## src/rtl/uart_tx_arbiter_if.sv

```systemverilog
// Requester/transmitter-side bundle of the shared UART TX arbiter.
// master = arbiter side, slave = requesters plus transmitter side.
interface uart_tx_arbiter_if #(
    parameter int unsigned N_BITS_DATA  = 8,
    parameter int unsigned N_REQ        = 4,
    parameter int unsigned N_GRANT_BITS = 2
);
    logic [N_REQ-1:0]             req_valid;
    logic [N_REQ*N_BITS_DATA-1:0] req_data;
    logic [N_REQ-1:0]             req_ack;
    logic                         tx_start;
    logic [N_BITS_DATA-1:0]       tx_data;
    logic [N_GRANT_BITS-1:0]      grant_id;
    logic                         busy;

    modport master (
        input  req_valid, req_data,
        output req_ack, tx_start, tx_data, grant_id, busy
    );

    modport slave (
        output req_valid, req_data,
        input  req_ack, tx_start, tx_data, grant_id, busy
    );
endinterface

```

## src/rtl/uart_tx_arbiter.sv

```systemverilog
// Round-robin arbiter that shares one UART transmitter between N_REQ byte producers.
// It grants one byte, pulses tx_start, then waits out the frame plus a guard interval in baud ticks.
module uart_tx_arbiter #(
    parameter int unsigned N_BITS_DATA  = 8,
    parameter int unsigned N_REQ        = 4,
    parameter int unsigned N_GRANT_BITS = 2,
    parameter int unsigned N_CNT_BITS   = 9,
    parameter int unsigned FRAME_TICKS  = 176,
    parameter int unsigned GUARD_TICKS  = 16
) (
    input  logic                 clock,
    input  logic                 reset,
    input  logic                 s_ticks,
    uart_tx_arbiter_if.master    bus
);
    localparam int unsigned            GUARD_LAST_I = (GUARD_TICKS == 0) ? 0 : GUARD_TICKS - 1;
    localparam logic [N_CNT_BITS-1:0]  FRAME_LAST   = N_CNT_BITS'(FRAME_TICKS - 1);
    localparam logic [N_CNT_BITS-1:0]  GUARD_LAST   = N_CNT_BITS'(GUARD_LAST_I);
    localparam logic [N_GRANT_BITS-1:0] LAST_INIT   = N_GRANT_BITS'(N_REQ - 1);
    localparam logic [N_REQ-1:0]       ACK_ONE      = N_REQ'(1);

    typedef enum logic [3:0] {
        IDLE  = 4'b0001,
        LOAD  = 4'b0010,
        FRAME = 4'b0100,
        GUARD = 4'b1000
    } state_t;

    state_t                  state;
    logic [N_CNT_BITS-1:0]   cnt;
    logic [N_GRANT_BITS-1:0] last;

    logic                    win_valid_c;
    logic [N_GRANT_BITS-1:0] win_id_c;
    logic [N_GRANT_BITS-1:0] idx_c;
    logic [N_BITS_DATA-1:0]  req_bytes [N_REQ];

    for (genvar g = 0; g < int'(N_REQ); g++) begin : g_unpack
        assign req_bytes[g] = bus.req_data[g*N_BITS_DATA +: N_BITS_DATA];
    end

    // Scan from farthest to nearest after the pointer so the nearest valid requester wins.
    always_comb begin
        win_valid_c = 1'b0;
        win_id_c    = '0;
        idx_c       = '0;
        for (int k = int'(N_REQ); k >= 1; k--) begin
            idx_c = N_GRANT_BITS'((int'(last) + k) % int'(N_REQ));
            if (bus.req_valid[idx_c]) begin
                win_valid_c = 1'b1;
                win_id_c    = idx_c;
            end
        end
    end

    always_ff @(posedge clock or negedge reset) begin
        if (!reset) begin
            state        <= IDLE;
            cnt          <= '0;
            last         <= LAST_INIT;
            bus.req_ack  <= '0;
            bus.tx_start <= 1'b0;
            bus.tx_data  <= '0;
            bus.grant_id <= '0;
            bus.busy     <= 1'b0;
        end else begin
            case (state)
                IDLE: begin
                    if (win_valid_c) begin
                        bus.tx_data  <= req_bytes[win_id_c];
                        bus.grant_id <= win_id_c;
                        last         <= win_id_c;
                        bus.req_ack  <= ACK_ONE << win_id_c;
                        bus.tx_start <= 1'b1;
                        bus.busy     <= 1'b1;
                        state        <= LOAD;
                    end
                end
                LOAD: begin
                    bus.req_ack  <= '0;
                    bus.tx_start <= 1'b0;
                    cnt          <= '0;
                    state        <= FRAME;
                end
                FRAME: begin
                    if (s_ticks) begin
                        if (cnt == FRAME_LAST) begin
                            cnt <= '0;
                            if (GUARD_TICKS == 0) begin
                                bus.busy <= 1'b0;
                                state    <= IDLE;
                            end else begin
                                state    <= GUARD;
                            end
                        end else begin
                            cnt <= cnt + N_CNT_BITS'(1);
                        end
                    end
                end
                GUARD: begin
                    if (s_ticks) begin
                        if (cnt == GUARD_LAST) begin
                            cnt      <= '0;
                            bus.busy <= 1'b0;
                            state    <= IDLE;
                        end else begin
                            cnt <= cnt + N_CNT_BITS'(1);
                        end
                    end
                end
                default: begin
                    cnt          <= '0;
                    bus.req_ack  <= '0;
                    bus.tx_start <= 1'b0;
                    bus.busy     <= 1'b0;
                    state        <= IDLE;
                end
            endcase
        end
    end
endmodule

```

## src/flat_wrapper.sv

```systemverilog
// flat-port wrapper written by rule: the top's interface ports become plain ports
module uart_tx_arbiter_flat 
#(
    parameter int unsigned N_BITS_DATA  = 8,
    parameter int unsigned N_REQ        = 4,
    parameter int unsigned N_GRANT_BITS = 2,
    parameter int unsigned N_CNT_BITS   = 9,
    parameter int unsigned FRAME_TICKS  = 176,
    parameter int unsigned GUARD_TICKS  = 16
)
  (clock, reset, s_ticks, bus_req_valid, bus_req_data, bus_req_ack, bus_tx_start, bus_tx_data, bus_grant_id, bus_busy);
  uart_tx_arbiter_if #(.N_BITS_DATA(N_BITS_DATA), .N_REQ(N_REQ), .N_GRANT_BITS(N_GRANT_BITS)) bus_i ();
  input  logic clock;
  input  logic reset;
  input  logic s_ticks;
  input wire logic [$bits(bus_i.req_valid)-1:0] bus_req_valid;
  input wire logic [$bits(bus_i.req_data)-1:0] bus_req_data;
  output wire logic [$bits(bus_i.req_ack)-1:0] bus_req_ack;
  output wire logic [$bits(bus_i.tx_start)-1:0] bus_tx_start;
  output wire logic [$bits(bus_i.tx_data)-1:0] bus_tx_data;
  output wire logic [$bits(bus_i.grant_id)-1:0] bus_grant_id;
  output wire logic [$bits(bus_i.busy)-1:0] bus_busy;
  assign bus_i.req_valid = bus_req_valid;
  assign bus_i.req_data = bus_req_data;
  assign bus_req_ack = bus_i.req_ack;
  assign bus_tx_start = bus_i.tx_start;
  assign bus_tx_data = bus_i.tx_data;
  assign bus_grant_id = bus_i.grant_id;
  assign bus_busy = bus_i.busy;
  uart_tx_arbiter #(.N_BITS_DATA(N_BITS_DATA), .N_REQ(N_REQ), .N_GRANT_BITS(N_GRANT_BITS), .N_CNT_BITS(N_CNT_BITS), .FRAME_TICKS(FRAME_TICKS), .GUARD_TICKS(GUARD_TICKS)) u_core (.clock(clock), .reset(reset), .s_ticks(s_ticks), .bus(bus_i));
endmodule
```

## config.mk

```make
export PLATFORM = sky130hd
export DESIGN_NAME = uart_tx_arbiter_flat
export DESIGN_NICKNAME = d
export VERILOG_FILES = /design/src/rtl/uart_tx_arbiter_if.sv /design/src/rtl/uart_tx_arbiter.sv /design/src/flat_wrapper.sv
export SDC_FILE = /design/constraint.sdc
export NUM_CORES = 1
export LEC_CHECK = 0
export ABC_AREA = 1
export BUFFER_PORTS_ARGS = -buffer_cell sky130_fd_sc_hd__buf_4
export CAP_MARGIN = 40
export CORE_UTILIZATION = 56
export DETAILED_ROUTE_END_ITERATION = 6
export GPL_TIMING_DRIVEN = 0
export PLACE_DENSITY = 0.89
export SYNTH_ARGS = -nofsm -noshare
export SYNTH_HDL_FRONTEND = slang
export SYNTH_SLANG_ARGS = --single-unit
```

## constraint.sdc

```tcl
create_clock -name clock -period 2.9 [get_ports clock]
set_clock_uncertainty 0.1 [all_clocks]
set_input_delay 0.29 -clock clock [delete_from_list [all_inputs] [get_ports clock]]
set_output_delay 0.29 -clock clock [all_outputs]
set_load 0.02 [all_outputs]
```

# ---- Word-level counts from Yosys, hierarchy flattened
# Index checks and enable logic that the tools add are counted.
dict set report word_totals {
  reg_bits 31
  in_bits 39
  output_inout_bits 16
  elab_cells 78
}
dict set report classes {
  addsub 5
  magnitude_cmp 5
  eq_ne 11
  n_shift 1
  n_mux 37
  n_bitwise 4
  n_reduce_logical 7
}
# op count
set ops {}
lappend ops {{$mux 9} 4}
lappend ops {{$pmux 9 s3} 1}
lappend ops {{$mux 4} 6}
lappend ops {{$bmux 8 s2} 1}
lappend ops {{$mux 8} 2}
lappend ops {{$pmux 4 s4} 1}
lappend ops {{$lt 2x3->1 const B} 4}
lappend ops {{$mux 1} 11}
lappend ops {{$add 9x1->9 const B} 1}
lappend ops {{$eq 9x4->1 const B} 1}
lappend ops {{$eq 9x8->1 const B} 1}
lappend ops {{$bmux 1 s2} 4}
lappend ops {{$mux 2} 4}
lappend ops {{$pmux 4 s2} 1}
lappend ops {{$ne 2x1->1 const B} 3}
lappend ops {{$reduce_and 5->1} 1}
lappend ops {{$add 2x1->2 const B} 2}
lappend ops {{$add 2x2->2 const B} 2}
lappend ops {{$eq 4x1->1 const B} 1}
lappend ops {{$eq 4x2->1 const B} 1}
lappend ops {{$eq 4x3->1 const B} 1}
lappend ops {{$eq 4x4->1 const B} 1}
lappend ops {{$ne 2x2->1 const B} 2}
lappend ops {{$reduce_and 2->1} 2}
lappend ops {{other kinds (9)} 12}

# ---- Logic depth before layout (Yosys ltp)
# Gate-level depths: netlist (run 1).
dict set report depth {
  ltp_word 11
  depth_mapped 17
  depth_no_buf 15
}

# ---- Worst setup path after synthesis (run 1)
# No wires, ideal clock.
dict set report synth_path {
  path_kind {flip-flop to flip-flop}
  startpoint {reg u_core.last[0]}
  endpoint {reg u_core.bus.tx_data[1]}
  setup_time_ns 0.116
  arrival_time_ns 1.606
  required_time_ns 2.684
  path_slack_ns 1.078
  stages_incl_launch_ff 15
  n_path_buf 2
  period_less_slack_ns 1.822
  cell_sequence {dfstp_2 > buf_6 > nand2_1 > o21ai_1 > nand2_1 > nand2_2 > nor2_1 > or2_1 > nand2_1 > nand2_2 > buf_4 > nand2_1 > nand2_1 > nand2_1 > nand2_1}
}
dict set report synth_via {
  elab_chain_len 11
  elab_cells_between_ends 25
  cone_classes {add/sub: 4; mux: 19; bitwise: 1; reduce/logical: 1}
}
# element line_no
set synth_rtl {}
lappend synth_rtl {{from (decl)} uart_tx_arbiter.sv:31} ;# logic [N_GRANT_BITS-1:0] last;
lappend synth_rtl {{from (signal assigned)} uart_tx_arbiter.sv:72} ;# last <= win_id_c;
lappend synth_rtl {{$add 2x1->2} uart_tx_arbiter.sv:48} ;# idx_c = N_GRANT_BITS'((int'(last) + k) % int'(N_REQ));
lappend synth_rtl {{$bmux 1 s2} uart_tx_arbiter.sv:49} ;# if (bus.req_valid[idx_c]) begin
lappend synth_rtl {{$mux 1 (not written as such)} uart_tx_arbiter.sv:49}
lappend synth_rtl {{$mux 2 (4 in a row)} uart_tx_arbiter.sv:49}
lappend synth_rtl {{$not 2->3 (not written as such)} uart_tx_arbiter.sv:70} ;# bus.tx_data <= req_bytes[win_id_c];
lappend synth_rtl {{$bmux 8 s2} uart_tx_arbiter.sv:70}
lappend synth_rtl {{$mux 8 (not written as such) (2 in a row)} uart_tx_arbiter.sv:70}
lappend synth_rtl {{to (signal assigned)} uart_tx_arbiter.sv:70}
lappend synth_rtl {{to (decl)} uart_tx_arbiter_if.sv:18} ;# output req_ack, tx_start, tx_data, grant_id, busy
# Several ways; a longest one is shown, not always the timed one. The select of a mux whose other input is x is not followed.
# A chain may end at the register's enable or synchronous reset.

# ---- Final worst setup path (run 1)
dict set report layout_path {
  startpoint {reg u_core.last[0]}
  endpoint {reg u_core.bus.req_ack[3]}
}
dict set report layout_via {
  elab_chain_len 10
  elab_cells_between_ends 25
  cone_classes {add/sub: 4; eq/ne: 1; shift: 1; mux: 18; reduce/logical: 1}
}
# element line_no
set layout_rtl {}
lappend layout_rtl {{$add 2x1->2} uart_tx_arbiter.sv:48}
lappend layout_rtl {{$bmux 1 s2} uart_tx_arbiter.sv:49}
lappend layout_rtl {{$mux 1 (not written as such)} uart_tx_arbiter.sv:49}
lappend layout_rtl {{$mux 2 (4 in a row)} uart_tx_arbiter.sv:49}
lappend layout_rtl {{$shl 1x2->4} uart_tx_arbiter.sv:73} ;# bus.req_ack <= ACK_ONE << win_id_c;
lappend layout_rtl {{$mux 4} uart_tx_arbiter.sv:69} ;# if (win_valid_c) begin
lappend layout_rtl {{$pmux 4 s2} uart_tx_arbiter.sv:67} ;# case (state)
lappend layout_rtl {{to (signal assigned)} uart_tx_arbiter.sv:73}
lappend layout_rtl {{to (decl)} uart_tx_arbiter_if.sv:18}
# Several ways; a longest one is shown, not always the timed one. The select of a mux whose other input is x is not followed.

==> results of run 1 <==
[through the flow]
stage          worst slack (ps)  instance area [sq um]  cells  power (mW)
2_1_floorplan              1080                   1980    287        2.31
3_3_place_gp                899                   2440    387        2.80
3_5_place_dp                841                   2440    387        2.84
4_1_cts                     820                   2520    396        3.18
5_1_grt                     576                   2520    396        3.50
6_report                    813                   2520    396        3.17
[cells in the mapped netlist, drive strengths merged (2+ instances only)]
master,instances
inv,23
o21ai,6
dfrtp,28
nor3,7
nand3,30
nand2,142
or2,2
nor2,18
dfstp,3
buf,9
o31ai,2
o22ai,2
a21oi,10
[sequential cells by signal, summed over array words and instances, names as in the netlist]
name	cells
u_core.bus.busy	1
u_core.bus.grant_id	2
u_core.bus.req_ack	4
u_core.bus.tx_data	8
u_core.bus.tx_start	1
u_core.cnt	9
u_core.last	2
u_core.state	4
[final cells by class]
type / instances / area share [%]
plain buffers: 9 / 3.07
clock buffers: 7 / 1.78
clock inverters: 1 / 1.19
inverters: 23 / 3.72
multi-input cells: 224 / 40.6
flip-flops and latches: 31 / 30.9
well taps: 46 / 2.28
repair buffers: 55 / 16.5
[metal layers]
metal	wire (microns)	global-route usage (%)
met5	0	0
met4	69	7.94
met3	224	6.72
met2	2230	45.0
met1	2020	35.5
[worst paths after layout]
kind                                        start                     end  slack [ps]  cells after the start
min                              bus_req_data[27]   u_core.bus.tx_data[3]         210                      7
min reg2reg                u_core.bus.grant_id[0]  u_core.bus.grant_id[0]         390                      2
max in group asynchronous                   reset         u_core.state[0]        2070                      2
max reg2reg                        u_core.last[0]   u_core.bus.req_ack[3]         810                     13
min in group asynchronous                   reset         u_core.state[3]         310                      2
max                                u_core.last[0]   u_core.bus.req_ack[3]         810                     13
[logic make-up after synthesis]
kind of cell    count (synthesis)
simple gates                  202
buf+inv                        32
flops                          31
compound gates                 20
xor+xnor                        1
fa+ha+maj                       1
[where the power goes]
group / switching [mW] / internal (mW)
combinational: 1.36 / 0.796
sequential: 0.0921 / 0.600
clock: 0.144 / 0.183
total: 1.59 / 1.58
[critical path: cells and delay by family (launching register included)]
kind	cells	cell delay, ps
and+or+nand+nor	9	870
DFF	1	540
buffers and inverters	4	470
==> impl_results.md, run 1 <==
- Primary FF master, synth: dfrtp_1
- Die area: between 3000 and 4000 sq um
- Slowest stage delay, CP: 540 ps
- GRT Total Usage: a little over a quarter
- Largest net degree at the start of global routing: 32
- Fraction of layout instances using a drive strength above 1: between 20 and 30%
- Post-synthesis adder-cell area fraction: 0.633%
- Worst setup SP type: flop
- CP Max Fanout: 10
- ANT cells: 0
- Max-cap violation count: 0
- Class of the worst hold path: primary input to flop
- Area fraction in compound gates after synthesis: under 10%
- Die X: around 61 microns
- Worst rel slew slack: between 70% and 80%
- Ports: between 50 and 60
- Worst-Skew Late Latency: ~340 ps
- Setup CP Type: flop to flop
- Reg area: between 700 and 800 sq um
- Initial antenna violation count: 0
- Largest family of logic cells by synthesized area: simple AND/OR/NAND/NOR gates
- DR vias/cell: 4.98
- First-pass GRT wire length: 7.47 mm
- Worst IR Drop VDD: just under 0.0008 V
- Required @ worst endpoint: approximately 3000 ps
- WP data arrival: about 2200 ps
- Worst slew pin tran: between 300 and 400 ps
- Status: completed
- Warnings from Yosys: 0
- Clock sinks: 31
- Antenna-violating nets left: 0
- Cts hold-fix bufs: 1
- DP Wirelength: roughly 3.5 mm
- Slowest CP cell: dfstp_2
- CTS tree: built
- Root buf cell: clkbuf_4
- P&R area growth vs syn: 27.7%
- Post-Syn Area: 1980 sq um
- Max Fclk: ~0.48 GHz
- Utilization after layout: approximately 75%
- Multi-input logic area: 1020 sq um
- Starting DRT DRC Count: between 90 and 100
- Mapped Nets: 327
- Vias in the first global route: roughly 1700
- FILL cells: 297
- CP Capture Type: flop
- Commonest non-fill, non-tap cell in the layout: nand2_1
- Pwr per Cell Area: approximately 1300 nW/um^2
- Synth top area share: a little over a third
- Synthesized area per cell: between 6 and 7 sq um
- Simple-gate share of the synthesized area: a little under half
- Clk pin slew, worst setup/hold paths: roughly 100 ps
- Final #Nets: between 300 and 400
- Most frequent cells in the layout: 127 x nand2_1, 57 x buf_4, 29 x nand3_1
- Initial DRT Pass Iterations: 4
- Vias: around 2000
- RSZ-0062 raised after global routing: no
- Fin crit period: roughly 2100 ps
- Mux share of post-synthesis cell area: 0%
- Most used cell, CP: nand2_2
- Main area contributors after synthesis: dfrtp_1 35%, nand2_1 24%, nand3_1 7.3%
- Clock buffer depth: 2
- Core ar.: between 3000 and 4000 sq um
- GP Congestion: between 0.8 and 0.9
- Register area share after synthesis: between 30% and 40%
- Crit-path cells: buf_6, inv_8, nand2_2, nand2_2, nand2_2, nand2_1, nor2_1, nand3b_1, nand2_2, inv_1, buf_4, nand3_1, nand2_1
- XOR/XNOR Fraction of Synth Area: less than 1%
- Number of CTS-inserted buffers: 5
- Post-CTS Setup Inserts: 0
- Row Count: 21
- Post-Synthesis Cells: 287
- PortBufs: between 50 and 60
- Final worst-path cycle share: a little under three quarters
- Asr flop ratio synth: 100%
- Post-DR wirelength/cell: between 10 and 15 microns
- Starting Density: between 50% and 60%
- H-tree depth: 2
- Post-synth cell types: 30
- Leakage: around 1.4 nW
- Total negative slack: 0 ps
- Final setup viols: 0
- DRC Markers: 0
- Max Slew Vio Count: 0
- WL final: roughly 4.5 mm
- Congestion Overflow GR: 0
- Synthesized flop and latch total: 31
- Synth area leader: dfrtp_1
- CTS resizes: 0
- Hold_ws: about 210 ps
- Final Hold Viols: 0
- DIE HEIGHT: approximately 61 microns
- Count of flip-flops with a built-in enable after synthesis: 0
(Power assumes the default switching activity.)
==> run 2, diff against run 1 <==
- CORE_UTILIZATION: 56 -> 47
- PLACE_DENSITY: 0.89 -> 0.8
- clock period: 2.9 -> 1.7 ns (I/O delays scaled with it)
==> run 2 against run 1 <==
Against the previous run:
- the run now ends with negative setup slack left
- non-clock buffer count grew 35
- combinational power up 150%
- sequential cell count did not move
- clock power increased by 73%
- critical endpoint is now u_core.bus.tx_data[0]
==> impl_results.md, run 2 (synthesis gave the netlist of run 1 again) <==
- Worst IR Drop VDD: 0.00156 V (+99%)
- Starting DRT DRC Count: 113 (+20%)
- ANT cells: 0 (unchanged)
- Setup CP Type: flop to flop
- Ports: 55 (unchanged)
- Area after DPL: 2480 sq um (+1.8%)
- Biggest regs: u_core.cnt x9, u_core.bus.tx_data x8
- Final Hold Viols: 0 (unchanged)
- Violated checks: negative setup slack
- Status: complete, but fails checks
- Final worst slack: -366 ps (-1180 ps)
- Worst slew pin tran: 381 ps (-2.96 ps)
- DIE HEIGHT: 66.8 microns (+8.9%)
- Flop pwr share: 17.3% (-4.5 points)
- Max Fclk: 0.484 GHz (+0.98%)
- FILL cells: 278 (-6.4%)
- WL final: 5.76 mm (+27%)
- R2R Setup Slk: -370 ps (-1180 ps)
- Fin crit period: 2070 ps (-20.2 ps)
- DR vias/cell: 5.06 (+1.6%)
- P&R area growth vs syn: 59.1%
- Die X: 66.8 microns (+8.9%)
- Met3 usage: 5.82% (-0.90 points)
- Row Count: 23 (+9.5%)
- Vias in the first global route: 1981 (+15%)
- Hold Path Origin: bus_req_data[13]
- Congestion Overflow GR: 0 (unchanged)
- Initial DRT Pass Iterations: 4 (unchanged)
- WP data arrival: 2150 ps (-70 ps)
- PortBufs: 54 (unchanged)
- Final setup viols: 26 (+26)
- Clock Power Share: 7.9% (-2.4 points)
- Reg2reg start: u_core.last[0]
- Reg area: 781 sq um (+0.16%)
- Final worst-path cycle share: 122% (+50 points)
- Commonest non-fill, non-tap cell in the layout: nand2_1
- Die area: 4470 sq um (+19%)
- Max Slew Vio Count: 0 (unchanged)
- Max FFs per register: 9 (unchanged)
- CP Max Fanout: 8 (-2)
- Leakage: 1.66 nW (+16%)
- H-tree depth: 2 (unchanged)
- Clock sinks: 31 (unchanged)
- Reg-to-Reg End: u_core.bus.tx_data[0]
- Max-cap violation count: 0 (unchanged)
- Largest net degree at the start of global routing: 32 (unchanged)
- RSZ-0062 raised after global routing: yes
- Sw Ratio: 48.8% (-1.5 points)
- DRC Markers: 0 (unchanged)
- Hold EP: u_core.bus.tx_data[5]
- Final #Nets: 424 (+9.0%)
- Fraction of layout instances using a drive strength above 1: 48.1% (+20 points)
- Comb pwr share: 74.7% (+6.8 points)
- Top reg by flops: u_core.cnt
- Clk pin slew, worst setup/hold paths: 60 ps (-40 ps)
- Starting Density: 49.0% (-9.7 points)
- Most Crowded Layer GR: met2
- Worst setup SP type: flop
- R2r worst-path depth: 17 (+4)
- Met1 Use GR: 32.3% (-3.2 points)
- Root buf cell: clkbuf_8
- Post-DR wirelength/cell: 13.2 microns (+15%)
- Most frequent cells in the layout: 102 x nand2_1, 87 x buf_4, 27 x dfrtp_1
- DP Wirelength: 3.29 mm (-4.8%)
- Initial antenna violation count: 0 (unchanged)
- Clock buffer depth: 2 (unchanged)
- Number of CTS-inserted buffers: 5 (unchanged)
- Required @ worst endpoint: 1780 ps (-1250 ps)
- Fin area: 3140 sq um (+25%)
- Core ar.: 4030 sq um (+20%)
- GRT Total Usage: 25.8% (-1.4 points)
- Pwr per Cell Area: 2250 nW/um^2 (+79%)
- CP Capture Type: flop
- Multi-input logic area: 1320 sq um (+29%)
- Vias: 2203 (+12%)
- Worst rel slew slack: 74.6% (+0.20 points)
- Class of the worst hold path: primary input to flop
- Met2 usage: 44.1% (-0.97 points)
- GP Congestion: 0.857 (+0.45%)
- Setup Slack @ Placement: -270 ps (-1110 ps)
- WHS Path Cells: 7 (unchanged)
- Antenna-violating nets left: 0 (unchanged)
- Worst-Skew Late Latency: 290 ps (-50 ps)
- First-pass GRT wire length: 8.69 mm (+16%)
- Net Switching: 3.45 mW (+120%)
- CTS tree: built
- Int Pwr: 3.63 mW (+130%)
## run 2: cell types whose count changed in the layout (fill, tap and decap cells not counted), sizes merged
cell      previous run  this run
inv                 23        22
bufinv               1         0
buf                 63        98
clkinvlp             0         1
clkinv               0         2
clkbuf               7         6
## run 2: layout make-up
| type | instances | share of cell area, % |
|---|---|---|
| inverters | 23 | 3.30 |
| repair buffers | 90 | 21.7 |
| plain buffers | 9 | 3.34 |
| clock buffers | 6 | 2.31 |
| well taps | 50 | 1.99 |
| flip-flops and latches | 31 | 24.8 |
| clock inverters | 2 | 0.398 |
| multi-input cells | 224 | 42.1 |
## run 2: layer usage
metal / share of wire [%] / vias to the layer above
met5: 0 / -
met1: 42 / 1025
met2: 52 / 68
met3: 5.2 / 8
li1: - / 1102
met4: 1.3 / 0
## run 2: worst max-delay path by stage
stage,start,to,slack (ps),cells past startpoint
CTS,u_core.last[0],u_core.bus.tx_data[3],-260,17
global route,u_core.last[0],u_core.bus.tx_data[0],-460,17
global placement,u_core.last[0],u_core.bus.tx_data[3],-250,17
floorplan,u_core.last[0],u_core.bus.tx_data[0],-120,17
detailed placement,u_core.last[0],u_core.bus.tx_data[3],-270,17
finish,u_core.last[0],u_core.bus.tx_data[0],-370,17
## run 2: critical path, stage by stage (launching register included)
cell	delay, ps
dfstp_2	540
buf_8	140
clkinv_8	80
nand2_2	70
nand2_2	70
nand2_2	90
nand2_4	60
nand2_4	90
nand2_4	50
nand2_4	100
nand2_4	80
buf_6	140
nand2_1	70
nand2_1	70
nand2_1	60
nand2_1	50
nand2_1	50
nand2_1	40
## run 2: timing repair
action / CTS / global route
gates cloned: 3 / 1
resized for setup: 28 / 54
hold buffers: 1 / 0
setup endpoints to repair: 31 / 31
hold endpoints to repair: 28 / 0
pin swaps: 7 / 30
buffers inserted: 22 / 9
## run 2: power groups by stage
stage | clock (mW) | sequential [mW] | combinational, mW
after floorplan | 0 | 1.36 | 2.73
after global placement | 0 | 1.19 | 3.73
after detailed placement | 0 | 1.19 | 3.77
after CTS | 0.571 | 1.19 | 4.48
after global routing | 0.604 | 1.24 | 5.80
final | 0.563 | 1.23 | 5.29
## run 2: per-stage QoR
| step | hold slack (ps) | setup TNS (ps) | std cells | power (mW) | utilization [%] |
|---|---|---|---|---|---|
| after floorplan | -226 | -1230 | 287 | 4.08 | - |
| after global placement | 15.6 | -4750 | 391 | 4.92 | 61.6 |
| after detailed placement | 19.5 | -5420 | 391 | 4.97 | 61.6 |
| after CTS | 152 | -4200 | 425 | 6.24 | 71.1 |
| after global routing | 210 | -9260 | 435 | 7.65 | 78.0 |
| final | 165 | -6340 | 435 | 7.08 | 78.0 |
==> run 3, diff against run 2 <==
- ABC_AREA: 1 -> unset
- CORE_UTILIZATION: 47 -> 46
==> run 3 against run 2 <==
Against the previous run:
- critical path depth decreased by 11
- synthesized cell count decreased by 31%
- first-iteration DRC count rose by 25%
- total power is 34% lower
- sequential share of layout area increased by 3.5 points
- fmax is 3.1% lower
- wire length down 6.0%
- register-to-register slack worse by 70 ps
- clock-buffer cell count up 2
- largest power group unchanged
- the flow still finishes with violations (negative setup slack)
- utilization decreased by 3.9 points
- critical path type unchanged
- non-clock buffer count shrank 18
==> impl_results.md, run 3 <==
- Status: complete, but fails checks
- Violated checks: negative setup slack
- Leading cell type by number of instances after synthesis: nor2_1
- Fin crit period: 2130 ps (+66.0 ps)
- Post-DR wirelength/cell: 16.5 microns (+25%)
- Final Hold Viols: 0 (unchanged)
- DP Wirelength: 3.36 mm (+2.2%)
- CP Capture Type: flop
- Pwr per Cell Area: 1700 nW/um^2 (-25%)
- ANT cells: 0 (unchanged)
- Main area contributors after synthesis: dfrtp_1 39%, nor2_1 6.0%, mux2i_1 4.4%
- WHS Path Cells: 4 (-3)
- Setup Slack @ Placement: -553 ps (-283 ps)
- Reg2reg start: u_core.cnt[5]
- H-tree depth: 2 (unchanged)
- Worst setup SP type: flop
- Primary FF master, synth: dfrtp_1
- Utilization after layout: 74.1% (-3.9 points)
- Starting Density: 48.7% (-0.32 points)
- Warnings from Yosys: 0 (unchanged)
- P&R area growth vs syn: 52.2%
- Final #Nets: 319 (-25%)
- Class of the worst hold path: primary input to flop
- RSZ-0062 raised after global routing: yes
- PortBufs: 54 (unchanged)
- Final Total Pwr: 4.68 mW (-34%)
- Leakage: 1.30 nW (-21%)
- Sw Ratio: 42.1% (-6.7 points)
- Post-synth cell types: 46 (+53%)
- R2r worst-path depth: 6 (-11)
- Top reg by flops: u_core.cnt
- Core ar.: 3720 sq um (-7.8%)
- Post-Syn Area: 1810 sq um (-8.4%)
- WL final: 5.41 mm (-6.0%)
- Final worst slack: -432 ps (-66.0 ps)
- Row Count: 22 (-4.3%)
- FILL cells: 273 (-1.8%)
- Ports: 55 (unchanged)
- Post-Synthesis Cells: 197 (-31%)
- Number of CTS-inserted buffers: 5 (unchanged)
- Clock Power Share: 14.2% (+6.3 points)
- Max FFs per register: 9 (unchanged)
- Commonest non-fill, non-tap cell in the layout: buf_4
- Hold Path Origin: bus_req_valid[2]
- Mapped Nets: 237 (-28%)
- Synthesized area per cell: 9.19 sq um (+34%)
- List of most frequent post-synthesis cells: 29 x nor2_1, 28 x dfrtp_1, 21 x nand2_1
- Congestion Overflow GR: 0 (unchanged)
- Root buf cell: clkbuf_8
- Asr flop ratio synth: 100% (unchanged)
- Max Slew Vio Count: 0 (unchanged)
- DRC Markers: 0 (unchanged)
- Clk pin slew, worst setup/hold paths: 70 ps (about the same)
- CP Max Fanout: 5 (-3)
- Clock sinks: 31 (unchanged)
- Post-Place Cells: 301 (-23%)
- Initial DRT Pass Iterations: 4 (unchanged)
- Register area share after synthesis: 43.1% (+3.6 points)
- Synth top area share: 38.7% (+3.2 points)
- Required @ worst endpoint: 1770 ps (about the same)
- GP Congestion: 0.835 (-2.6%)
- Final worst-path cycle share: 125% (+3.9 points)
- Hold EP: u_core.state[0]
- Comb pwr share: 59.6% (-15 points)
- Fraction of layout instances using a drive strength above 1: 44.6% (-3.4 points)
- Fin area: 2760 sq um (-12%)
- R2R Setup Slk: -430 ps (-70 ps)
- Max-cap violation count: 0 (unchanged)
- Reg-to-Reg End: u_core.cnt[2]
- Biggest regs: u_core.cnt x9, u_core.bus.tx_data x8
- Starting DRT DRC Count: 141 (+25%)
- Worst slew pin tran: 668 ps (+287 ps)
- Net Switching: 1.97 mW (-43%)
- Antenna-violating nets left: 0 (unchanged)
- Int Pwr: 2.71 mW (-25%)
- Die X: 64.7 microns (-3.1%)
- CTS tree: built
- Vias: 1909 (-13%)
- Initial antenna violation count: 0 (unchanged)
- Setup CP Type: flop to flop
- DIE HEIGHT: 64.7 microns (-3.1%)
- Count of flip-flops with a built-in enable after synthesis: 0 (unchanged)
- Area after DPL: 2370 sq um (-4.5%)
- Worst-Skew Late Latency: 300 ps (about the same)
- DR vias/cell: 5.82 (+15%)
- Most frequent cells in the layout: 65 x buf_4, 28 x nor2_1, 26 x dfrtp_1
- Die area: 4190 sq um (-6.2%)
- GRT Total Usage: 28.4% (+2.7 points)
- Vias in the first global route: 1903 (-3.9%)
- Final non-filler cell total: 328 (-25%)
- Largest net degree at the start of global routing: 32 (unchanged)
- First-pass GRT wire length: 8.98 mm (+3.3%)
- Synthesized flop and latch total: 31 (unchanged)
- Final setup viols: 31 (+19%)
- Flop pwr share: 26.2% (+8.9 points)
- Max Fclk: 0.469 GHz (-3.1%)
- Synth area leader: dfrtp_1
- Worst rel slew slack: 55.1% (-20 points)
- Worst IR Drop VDD: 0.00100 V (-36%)
- Clock buffer depth: 2 (unchanged)
- WP data arrival: 2210 ps (+60 ps)
## run 3: cell count changes after synthesis, moves of 9 or more
cell	before	now
nand3_1	29	6
a211oi_1	0	9
inv_1	18	3
nor2_1	15	29
nand2_2	14	0
nand2_1	127	21
## run 3: kinds of logic after synthesis
family,after synthesis,synth area share [%]
compound gates,60,24.6
xor+xnor,1,0.484
fa+ha+maj,1,0.691
buf+inv,9,2.21
flops,31,43.1
mux,8,4.42
simple gates,87,24.5
## run 3: final cells by class
cell class                      count  area [sq um]  share of cell area (%)
Timing Repair Buffer               77           617                    22.4
Sequential cell                    31           782                    28.4
Inverter                            3          11.3                   0.409
Clock buffer                        8           100                    3.63
Buffer                              4          45.0                    1.63
Multi-Input combinational cell    157          1140                    41.4
Tap cell                           48          60.1                    2.18
## run 3: worst max path at each step
stage / from / end / slack (ps)
floorplan: u_core.cnt[5] / u_core.cnt[2] / -380
global placement: u_core.state[1] / u_core.cnt[2] / -580
detailed placement: u_core.state[0] / u_core.bus.tx_data[6] / -550
CTS: u_core.cnt[5] / u_core.cnt[5] / -440
global route: u_core.cnt[5] / u_core.cnt[5] / -480
finish: u_core.cnt[5] / u_core.cnt[2] / -430
## run 3: power by group through the flow
stage	registers [mW]	clock network, mW	logic [mW]
2_1_floorplan	1.39	0	1.29
3_3_place_gp	1.20	0	2.11
3_5_place_dp	1.21	0	2.17
4_1_cts	1.19	0.665	2.72
5_1_grt	1.25	0.708	3.01
6_report	1.23	0.666	2.79
## run 3: what timing repair did
| item | 4_1_cts | 5_1_grt |
|---|---|---|
| hold endpoints to repair | 28 | 0 |
| gates cloned | 0 | 0 |
| buffers inserted | 20 | 0 |
| hold buffers | 1 | 0 |
| setup endpoints to repair | 31 | 31 |
| pin swaps | 10 | 3 |
| resized for setup | 32 | 3 |
## run 3: worst max-delay path, stage by stage (launching register included)
cell     delay (ps)
dfrtp_2         410
or4_4           540
or3_4           360
a32oi_4         210
buf_12          150
o21ai_1          50
a22o_1          200
## run 3: metrics by stage
step / setup TNS, ps / hold WS [ps]
final: -10230 / 84.0
after global routing: -12120 / 89.3
after CTS: -8510 / 78.6
after detailed placement: -12530 / 32.5
after global placement: -13600 / 29.3
after floorplan: -6680 / -226
## run 3: routing by layer
layer / vias up / global-route usage, % / wire length (microns)
met4: 0 / 18.1 / 197
met1: 918 / 35.8 / 2350
met2: 73 / 44.5 / 2610
met5: - / 0 / 0
met3: 20 / 5.11 / 258
li1: 898 / - / -
